--- src/rtl/serial_adder.sv ---
// Bit-serial adder: one full-adder slice reused LSB-first over WIDTH cycles, carry held in a register.
// Result lands WIDTH cycles after start is accepted; start is only honoured in IDLE or DONE, never queued.

module fulladder (
  input  logic a_i,
  input  logic b_i,
  input  logic c_i,
  output logic s_o,
  output logic co_o
);
  assign s_o  = a_i ^ b_i ^ c_i;
  assign co_o = (a_i & b_i) | (c_i & (a_i ^ b_i));
endmodule

module serial_adder #(
  parameter int WIDTH = 8
) (
  input  logic             clk,
  input  logic             rst,
  input  logic             start,
  input  logic [WIDTH-1:0] a,
  input  logic [WIDTH-1:0] b,
  input  logic             cin,
  output logic [WIDTH-1:0] sum,
  output logic             cout,
  output logic             busy,
  output logic             done
);
  localparam int CW = $clog2(WIDTH + 1);

  typedef enum logic [1:0] {IDLE, RUN, DONE} state_t;

  state_t           state_q;
  logic [WIDTH-1:0] sa_q, sb_q;
  logic             c_q;
  // Only the upper WIDTH-1 bits of the result shifter are ever read back, so bit 0 is not stored.
  logic [WIDTH-2:0] r_q;
  logic [CW-1:0]    cnt_q;
  logic [WIDTH-1:0] sum_q;
  logic             cout_q;

  logic             s, co;
  logic [WIDTH-1:0] sum_d;
  logic             last;

  fulladder u_fa (
    .a_i  (sa_q[0]),
    .b_i  (sb_q[0]),
    .c_i  (c_q),
    .s_o  (s),
    .co_o (co)
  );

  assign sum_d = {s, r_q};
  assign last  = (cnt_q == CW'(WIDTH - 1));

  always_ff @(posedge clk or posedge rst) begin
    if (rst) begin
      state_q <= IDLE;
      sa_q    <= '0;
      sb_q    <= '0;
      c_q     <= 1'b0;
      r_q     <= '0;
      cnt_q   <= '0;
      sum_q   <= '0;
      cout_q  <= 1'b0;
    end else begin
      case (state_q)
        IDLE, DONE: begin
          if (start) begin
            sa_q    <= a;
            sb_q    <= b;
            c_q     <= cin;
            cnt_q   <= '0;
            state_q <= RUN;
          end else begin
            state_q <= IDLE;
          end
        end
        RUN: begin
          sa_q  <= sa_q >> 1;
          sb_q  <= sb_q >> 1;
          r_q   <= sum_d[WIDTH-1:1];
          c_q   <= co;
          cnt_q <= cnt_q + CW'(1);
          if (last) begin
            sum_q   <= sum_d;
            cout_q  <= co;
            state_q <= DONE;
          end
        end
        default: state_q <= IDLE;
      endcase
    end
  end

  assign sum  = sum_q;
  assign cout = cout_q;
  assign busy = (state_q == RUN);
  assign done = (state_q == DONE);
endmodule

--- config.mk ---
export PLATFORM = sky130hd
export DESIGN_NAME = serial_adder
export DESIGN_NICKNAME = d
export VERILOG_FILES = /design/src/rtl/serial_adder.sv
export SDC_FILE = /design/constraint.sdc
export NUM_CORES = 1
export LEC_CHECK = 0
export ABC_AREA = 1
export CAP_MARGIN = 40
export CORE_MARGIN = 1.5
export CORE_UTILIZATION = 25
export DETAILED_ROUTE_END_ITERATION = 10
export PLACE_DENSITY = 0.5
export SLEW_MARGIN = 0
export SYNTH_ARGS = -nofsm -noshare
export SYNTH_HDL_FRONTEND = slang
export SYNTH_HIERARCHICAL = 1
export SYNTH_SLANG_ARGS = --single-unit
--- constraint.sdc ---
create_clock -name clk -period 1.5 [get_ports clk]
set_input_delay 0.15 -clock clk [delete_from_list [all_inputs] [get_ports clk]]
set_output_delay 0.15 -clock clk [all_outputs]
set_load 0.02 [all_outputs]
After elaboration in Yosys (flattened, before gate mapping)
Index checks and enable logic that the tools add are counted.
W data, S select, Z words.
- muxes and demuxes: 11
- eq/ne operators: 5
- reduce and logical (&&, ||, !) cells: 5
- $add $sub $neg: 1
- bitwise gates (word level): 5
- operators with widths (operator ; count):
    $pmux W8 S2 ; 2
    $mux W8 ; 2
    $pmux W4 S2 ; 1
    $add A4 B1 Y4 const B ; 1
    $eq A4 B3 Y1 const B ; 1
    $mux W4 ; 1
    $pmux W2 S2 ; 1
    $reduce_and A2 Y1 ; 2
    $and A1 B1 Y1 ; 2
    $eq A2 B1 Y1 const B ; 1
    $eq A2 B2 Y1 const B ; 1
    $logic_not A2 Y1 ; 1
    $mux W1 ; 2
    $mux W2 ; 1
    $ne A2 B1 Y1 const B ; 1
    $ne A2 B2 Y1 const B ; 1
    $pmux W1 S2 ; 1
    $reduce_bool A2 Y1 ; 1
    $reduce_or A2 Y1 ; 1
    $xor A1 B1 Y1 ; 2
    $or A1 B1 Y1 ; 1
- register bits: 39
- output and inout bits: 11
- word-level logic and storage cells: 35

Depth between registers and ports, before layout
Gate-level depths: netlist of run 1.
- depth in word-level cells: 4
- depth in mapped cells: 7

Cells and area by module
The synthesis of run 1 kept the hierarchy.
- modules (own cells, without submodules) (module ; cells an instance ; area an instance (um2) ; times used ; sequential area each (um2)):
    serial_adder ; 221 ; 1722.9 ; 1 ; 975.9
    fulladder ; 1 ; 20.0 ; 1 ; 0.0

Worst setup path before layout of run 1
No wires, ideal clock.
- path kind: flip-flop to flip-flop
- start point: register cnt_q[0]
- end point: register cnt_q[2]
- period minus slack after synthesis: 1.120 ns
- setup slack: 0.380 ns
- cell stages (with the launch flop): 5
- arrival: 1.004 ns
- buffers on the path: 0
- data required time: 1.383 ns
- cell sequence: dfrtp_1 ha_1 or2_2 nand3_1 nand2_1
- word-level cells in the longest chain between the ends: 2
- ends and longest elaborated chain (what ; line ; RTL):
    from (decl) ; 38 ; logic [CW-1:0] cnt_q;
    from (signal assigned) ; 85 ; cnt_q <= cnt_q + CW'(1);
    $add A4 B1 Y4 ; 85 ;
    $pmux W4 S2 ; 68 ; case (state_q)
No other way between the ends.
A chain may end at the register's enable or synchronous reset.

Worst setup path after layout of run 1
- start point: register sum_q[2], in the netlist sum[2]
- end point: output port sum[2]
- RTL lines (what ; line ; RTL):
    from (decl) ; 39 ; logic [WIDTH-1:0] sum_q;
    from (signal assigned) ; 87 ; sum_q <= sum_d;
    to (decl) ; 24 ; output logic [WIDTH-1:0] sum,
No word-level cell between the ends.

==> summary.md, run 1 <==
| Metric | Value |
|---|---|
| Die height | `86.5 µm` |
| Number of global-route vias before repair | `1,425` |
| First-pass GRT wire length | `6.33 mm` |
| Post_cts resized | `2` |
| Required @ worst endpoint | `1.35 ns` |
| TNS Setup | `0 ns` |
| Remaining Overflow, GRT | `0` |
| Fmax | `713 MHz` |
| Hold Vio Cnt, Final | `0` |
| Crit path time final | `1.40 ns` |
| M1 GR Usage | `0.142` |
| Post-layout power | `4.79 mW` |
| GRT met3 Usage | `0.0295` |
| Max Slew Vio Count | `0` |
| Crit. End Element | `output port` |
| VDD IR max | `0.457 mV` |
| Num CTS Buffers | `5` |
| Biggest area consumer among synthesized cells | `dfrtp_1` |
| Layout cells sized above 1 | `0.0731` |
| Final worst path period share | `0.935` |
| EDFF count, synth | `0` |
| Fin cells | `340` |
| Slew @ Worst Pin | `0.423 ns` |
| CTS tree | `built` |
| Clock sinks | `39` |
| Final Wtd Congestion | `0.687` |
| Initial Util | `0.258` |
| Part of the power in combinational logic | `0.399` |
| CP Buf/Inv Count | `1` |
| Pwr Density | `2080 nW/µm²` |
| Max-capacitance violation count | `0` |
| RSZ-0062 raised after global routing | `no` |
| H-tree depth | `2` |
| Cell area after synthesis | `1740 µm²` |
| Drt total wl | `3.50 mm` |
| Max clock buf depth | `2` |
| Pint | `3.02 mW` |
| Worst Setup Path Type | `flip-flop to output port` |
| Family with the most delay on the worst path | `buffers and inverters` |
| IO Port Bufs | `30` |
| DP Area | `2180 µm²` |
| Syn_nets | `244` |
| Ant diodes | `0` |
| Top-area cell type share of the netlist area | `0.560` |
| Antenna Nets Post-Route | `0` |
| Worst-case reg-to-reg path depth | `5` |
| Vias per cell | `4.04` |
| Synth top cells by count | `136 x nand2_1, 39 x dfrtp_1, 21 x inv_1, 4 x buf_4, 4 x nand3_1` |
| Initial antenna violation count | `0` |
| Switching share of power | `0.370` |
| Critical path cell sequence | `clkdlybuf4s50_1` |
| Critical Path Max Stage Delay | `0.60 ns` |
| Clk_lat worst skew | `0.29 ns` |
| Vias after detailed routing | `1,374` |
| Busiest grt layer | `met2` |
| CP startpoint kind | `flip-flop` |
| Rows | `30` |
| Die Wd | `86.5 µm` |
| Final core occ | `0.341` |
| Drt initial violations | `49` |
| Relative slew slack | `0.718` |
| First drt pass iteration count | `4` |
| Ys Warns | `6` |
| Psw | `1.78 mW` |
| Asr flop ratio synth | `1.00` |
| Synth Area per Inst | `7.85 µm²` |
| DRC violation count after routing | `0` |
| Final Cell Area | `2310 µm²` |
| Synthesis-to-layout area growth | `32.4%` |
| GRT Util Overall | `0.109` |
| Total Die Area | `7480 µm²` |
| Leakage | `1.23 nW` |
| WL per Instance | `10.3 µm` |
| CP Max Fanout | `2` |
| Final setup violation count | `0` |
| Hold buffers post-CTS | `0` |
| Nets | `281` |
| Sequential power share | `0.383` |
| Synth Instances | `222` |
| Post-CTS Setup Bufs | `0` |
| HPWL after DPL | `2.33 mm` |
| CP max-delay cell | `clkdlybuf4s50_1` |
| Yosys reg bits | `39` |
| Top cells by area, synth | `dfrtp_1 56%, nand2_1 29%, inv_1 4.5%` |
| Crit path DAT | `1.25 ns` |
| Met2 usage | `0.173` |
| Most frequent cell after synthesis | `nand2_1` |
| Ys flop type | `dfrtp_1` |
| Outcome | `completed` |
| Max Clock Skew | `0.00598 ns` |
| CTS root buf | `clkbuf_8` |
| Hold Crit Class | `input pin to async pin` |
| Count of different cell masters after synthesis | `17` |
| Sequential area share after synthesis | `0.560` |
| Largest net degree at the start of global routing | `40` |
| Ports | `31` |
| Placed cell count | `332` |
| Core Box Area | `6760 µm²` |
| Part of the power in the clock network | `0.218` |
| Crit path depth | `1` |
| Clock-pin slew on the worst setup and hold paths | `0.08 ns` |
final cells by class:
type / instances / area [µm²]
fill: 728 / 4450
sequential: 39 / 976
multi-input combinational: 156 / 643
timing repair buffer: 35 / 373
tap: 80 / 100
inverter: 22 / 82.6
clock buffer: 6 / 72.6
clock inverter: 2 / 60.1
state kept, by name (all words and copies together), names as in the netlist:
name,cells
sa_q,8
sum,8
r_q,7
cout,1
cnt_q,4
state_q,2
c_q,1
sb_q,8
cells in the final DEF, fill, tap and decap left out:
cell,count
fa_1,1
dlygate4sd2_1,2
buf_4,2
clkbuf_1,1
buf_12,3
clkdlybuf4s50_1,28
inv_2,1
o21ai_0,3
nor2_4,1
inv_1,21
clkbuf_8,5
dfrtp_1,39
nor2_2,2
or2_2,1
bufinv_16,2
a21oi_1,1
nand4_1,1
ha_1,1
nor2_1,3
nand3_1,4
nand2_1,136
nand2_2,2
cells by family after synthesis:
family,after synthesis,share of synthesized area
and+or+nand+nor,150,0.339
DFF,39,0.560
buffers and inverters,27,0.0711
AOI/OAI and AO/OA,4,0.0115
adders and majority gates,2,0.0187
tightest hold or removal path, stage by stage:
cell	delay [ns]
clkdlybuf4s50_1	0.40
inv_1	0.09
buf_12	0.23
worst paths after layout:
path	startpoint	slack, ns	to
max	sum[2]	0.1	sum[2]
min	rst	0.21	sum[6]
max reg2reg	cnt_q[0]	0.20	sum[6]
min reg2reg	r_q[0]	0.48	sum[0]
max in group asynchronous	rst	1.08	sb_q[3]
min in group clk	a[7]	0.39	sa_q[7]
per-layer routing:
metal | vias to the layer above | routed length, µm | share of wire
met5 | - | 0 | 0
met4 | 0 | 42 | 0.012
met3 | 5 | 140 | 0.040
met2 | 27 | 1510 | 0.43
met1 | 616 | 1810 | 0.52
li1 | 726 | - | -
power groups by stage:
stage	logic (mW)	registers [mW]	clock network [mW]
final	1.91	1.83	1.04
after global routing	2.23	1.90	1.10
after CTS	1.96	1.84	1.07
after detailed placement	1.97	1.86	0
after global placement	1.95	1.85	0
after floorplan	1.20	1.94	0
metrics by stage:
stage	setup WS [ns]	hold slack (ns)
floorplan	0.380	0.267
global placement	0.203	0.456
detailed placement	0.170	0.461
CTS	0.0866	0.220
global route	0.0244	0.256
finish	0.0978	0.214
Power figures use the tool's default switching activity.
==> run 2, diff against run 1 <==
--- a/config.mk
+++ b/config.mk
@@ -7,7 +7,6 @@
 export LEC_CHECK = 0
 export ABC_AREA = 1
 export CAP_MARGIN = 40
-export CORE_MARGIN = 1.5
 export CORE_UTILIZATION = 25
 export DETAILED_ROUTE_END_ITERATION = 10
 export PLACE_DENSITY = 0.5
==> run 2 against run 1 <==
Compared with the run above:
- clock power fell by 15%
- die area fell by 2.3%
- maximum frequency down 0.45%
- first-iteration DRC count stayed put
- via count increased by 1.7%
- highest routed layer unchanged
- wire length shrank 1.7%
==> summary.md, run 2 (synthesis gave the netlist of run 1 again) <==
| Metric | Value |
|---|---|
| Final core occ | `0.339 (-0.00296)` |
| Fin cells | `340 (unchanged)` |
| Post-CTS Setup Bufs | `0 (unchanged)` |
| Slew @ Worst Pin | `0.424 ns (+0.000961 ns)` |
| Final worst path period share | `0.939 (+0.00426)` |
| Family with the most delay on the worst path | `buffers and inverters` |
| Crit. End Element | `output port` |
| Critical path cell sequence | `clkdlybuf4s50_1` |
| Remaining Overflow, GRT | `0 (unchanged)` |
| Drt initial violations | `49 (unchanged)` |
| Ports | `31 (unchanged)` |
| Outcome | `completed` |
| CP Max Fanout | `2 (unchanged)` |
| Hold Vio Cnt, Final | `0 (unchanged)` |
| Met3 WL post-DR | `179 µm (+28%)` |
| CP startpoint kind | `flip-flop` |
| Clock-pin slew on the worst setup and hold paths | `0.09 ns (about the same)` |
| Total Die Area | `7310 µm² (-2.3%)` |
| Vias after detailed routing | `1,397 (+1.7%)` |
| HPWL after DPL | `2.28 mm (-2.1%)` |
| Num CTS Buffers | `5 (unchanged)` |
| Max Slew Vio Count | `0 (unchanged)` |
| CP Buf/Inv Count | `1 (unchanged)` |
| Crit path time final | `1.41 ns (+0.00639 ns)` |
| Relative slew slack | `0.717 (about the same)` |
| H-tree depth | `2 (unchanged)` |
| Initial antenna violation count | `0 (unchanged)` |
| GRT Util Overall | `0.107 (-0.00200)` |
| Largest net degree at the start of global routing | `40 (unchanged)` |
| Wl on met1 | `1.73 mm (-4.4%)` |
| Most frequent cells in the layout | `136 x nand2_1, 39 x dfrtp_1, 28 x clkdlybuf4s50_1` |
| TNS Setup | `0 ns (unchanged)` |
| Initial Util | `0.258 (unchanged)` |
| Core Box Area | `6760 µm² (unchanged)` |
| Pwr Density | `2020 nW/µm² (-2.5%)` |
| Critical Path Max Stage Delay | `0.60 ns (about the same)` |
| Hold Crit Class | `input pin to async pin` |
| Rows | `30 (unchanged)` |
| Final hold slack | `0.198 ns (-0.0161 ns)` |
| Worst Setup Path Type | `flip-flop to output port` |
| Ant diodes | `0 (unchanged)` |
| First drt pass iteration count | `4 (unchanged)` |
| Top Layer Used | `met4` |
| Required @ worst endpoint | `1.35 ns (about the same)` |
| Synthesis-to-layout area growth | `31.2%` |
| Max Clock Skew | `0.0116 ns (+0.00558 ns)` |
| Crit path DAT | `1.26 ns (about the same)` |
| DRC violation count after routing | `0 (unchanged)` |
| Die height | `85.5 µm (-1.2%)` |
| Number of global-route vias before repair | `1,357 (-4.8%)` |
| Post-layout power | `4.63 mW (-3.4%)` |
| Clk_lat worst skew | `0.30 ns (about the same)` |
| CTS root buf | `clkbuf_8` |
| Placed cell count | `332 (unchanged)` |
| Vias per cell | `4.11 (+1.7%)` |
| Leakage | `1.22 nW (-0.59%)` |
| First-pass GRT wire length | `6.04 mm (-4.7%)` |
| CTS tree | `built` |
| Final Wtd Congestion | `0.676 (-1.7%)` |
| Die Wd | `85.5 µm (-1.2%)` |
| Clock sinks | `39 (unchanged)` |
| CP max-delay cell | `clkdlybuf4s50_1` |
| Final setup violation count | `0 (unchanged)` |
| VDD IR max | `0.570 mV (+25%)` |
| IO Port Bufs | `30 (unchanged)` |
| Max-capacitance violation count | `0 (unchanged)` |
| WL met2 | `1.48 mm (-1.6%)` |
| Max clock buf depth | `2 (unchanged)` |
| Nets | `281 (unchanged)` |
| Antenna Nets Post-Route | `0 (unchanged)` |
| Drt total wl | `3.44 mm (-1.7%)` |
| WL per Instance | `10.1 µm (-1.7%)` |
| RSZ-0062 raised after global routing | `no` |
| Layout cells sized above 1 | `0.0769 (+0.00385)` |
| Fmax | `710 MHz (-0.45%)` |
| Commonest non-fill, non-tap cell in the layout | `nand2_1` |
[run 2: worst reg2reg max path: stages, from the launching register on]
cell and delay (ns):
dfrtp_1 0.41, ha_1 0.21, nand2_1 0.08, nor2_1 0.17
nand2_2 0.17, nand2_1 0.10, nand2_1 0.05
[run 2: final cells by class]
class                      instances  area [µm²]
tap                               80         100
sequential                        39         976
clock inverter                     3        43.8
inverter                          22        82.6
clock buffer                       5        68.8
timing repair buffer              35         373
fill                             743        4470
multi-input combinational        156         643
[run 2: final timing paths]
path / startpoint / to / slack (ns) / cells past startpoint
min reg2reg: r_q[6] / sum[6] / 0.48 / 2
max: sum[3] / sum[3] / 0.09 / 1
max in group asynchronous: rst / sb_q[5] / 1.10 / 3
min: rst / sum[6] / 0.20 / 3
max reg2reg: cnt_q[0] / sum[1] / 0.20 / 6
min in group clk: a[7] / sa_q[7] / 0.39 / 3
[run 2: metal layers]
metal / global-route usage / vias to the layer above
met5: 0 / -
met4: 0.0455 / 0
met3: 0.0327 / 5
met2: 0.168 / 33
met1: 0.136 / 631
li1: - / 728
[run 2: timing repair]
item	4_1_cts	5_1_grt
gates resized for setup	2	0
endpoints found under the setup margin	2	0
hold buffers	0	0
[run 2: stage by stage]
step | area (µm²) | setup WS (ns)
floorplan | 1740 | 0.380
global placement | 2180 | 0.202
detailed placement | 2180 | 0.175
CTS | 2290 | 0.0788
global route | 2290 | 0.0380
finish | 2290 | 0.0914
[run 2: power by group]
group	internal (mW)	switching (mW)
clock	0.495	0.390
sequential	1.53	0.305
combinational	0.821	1.09
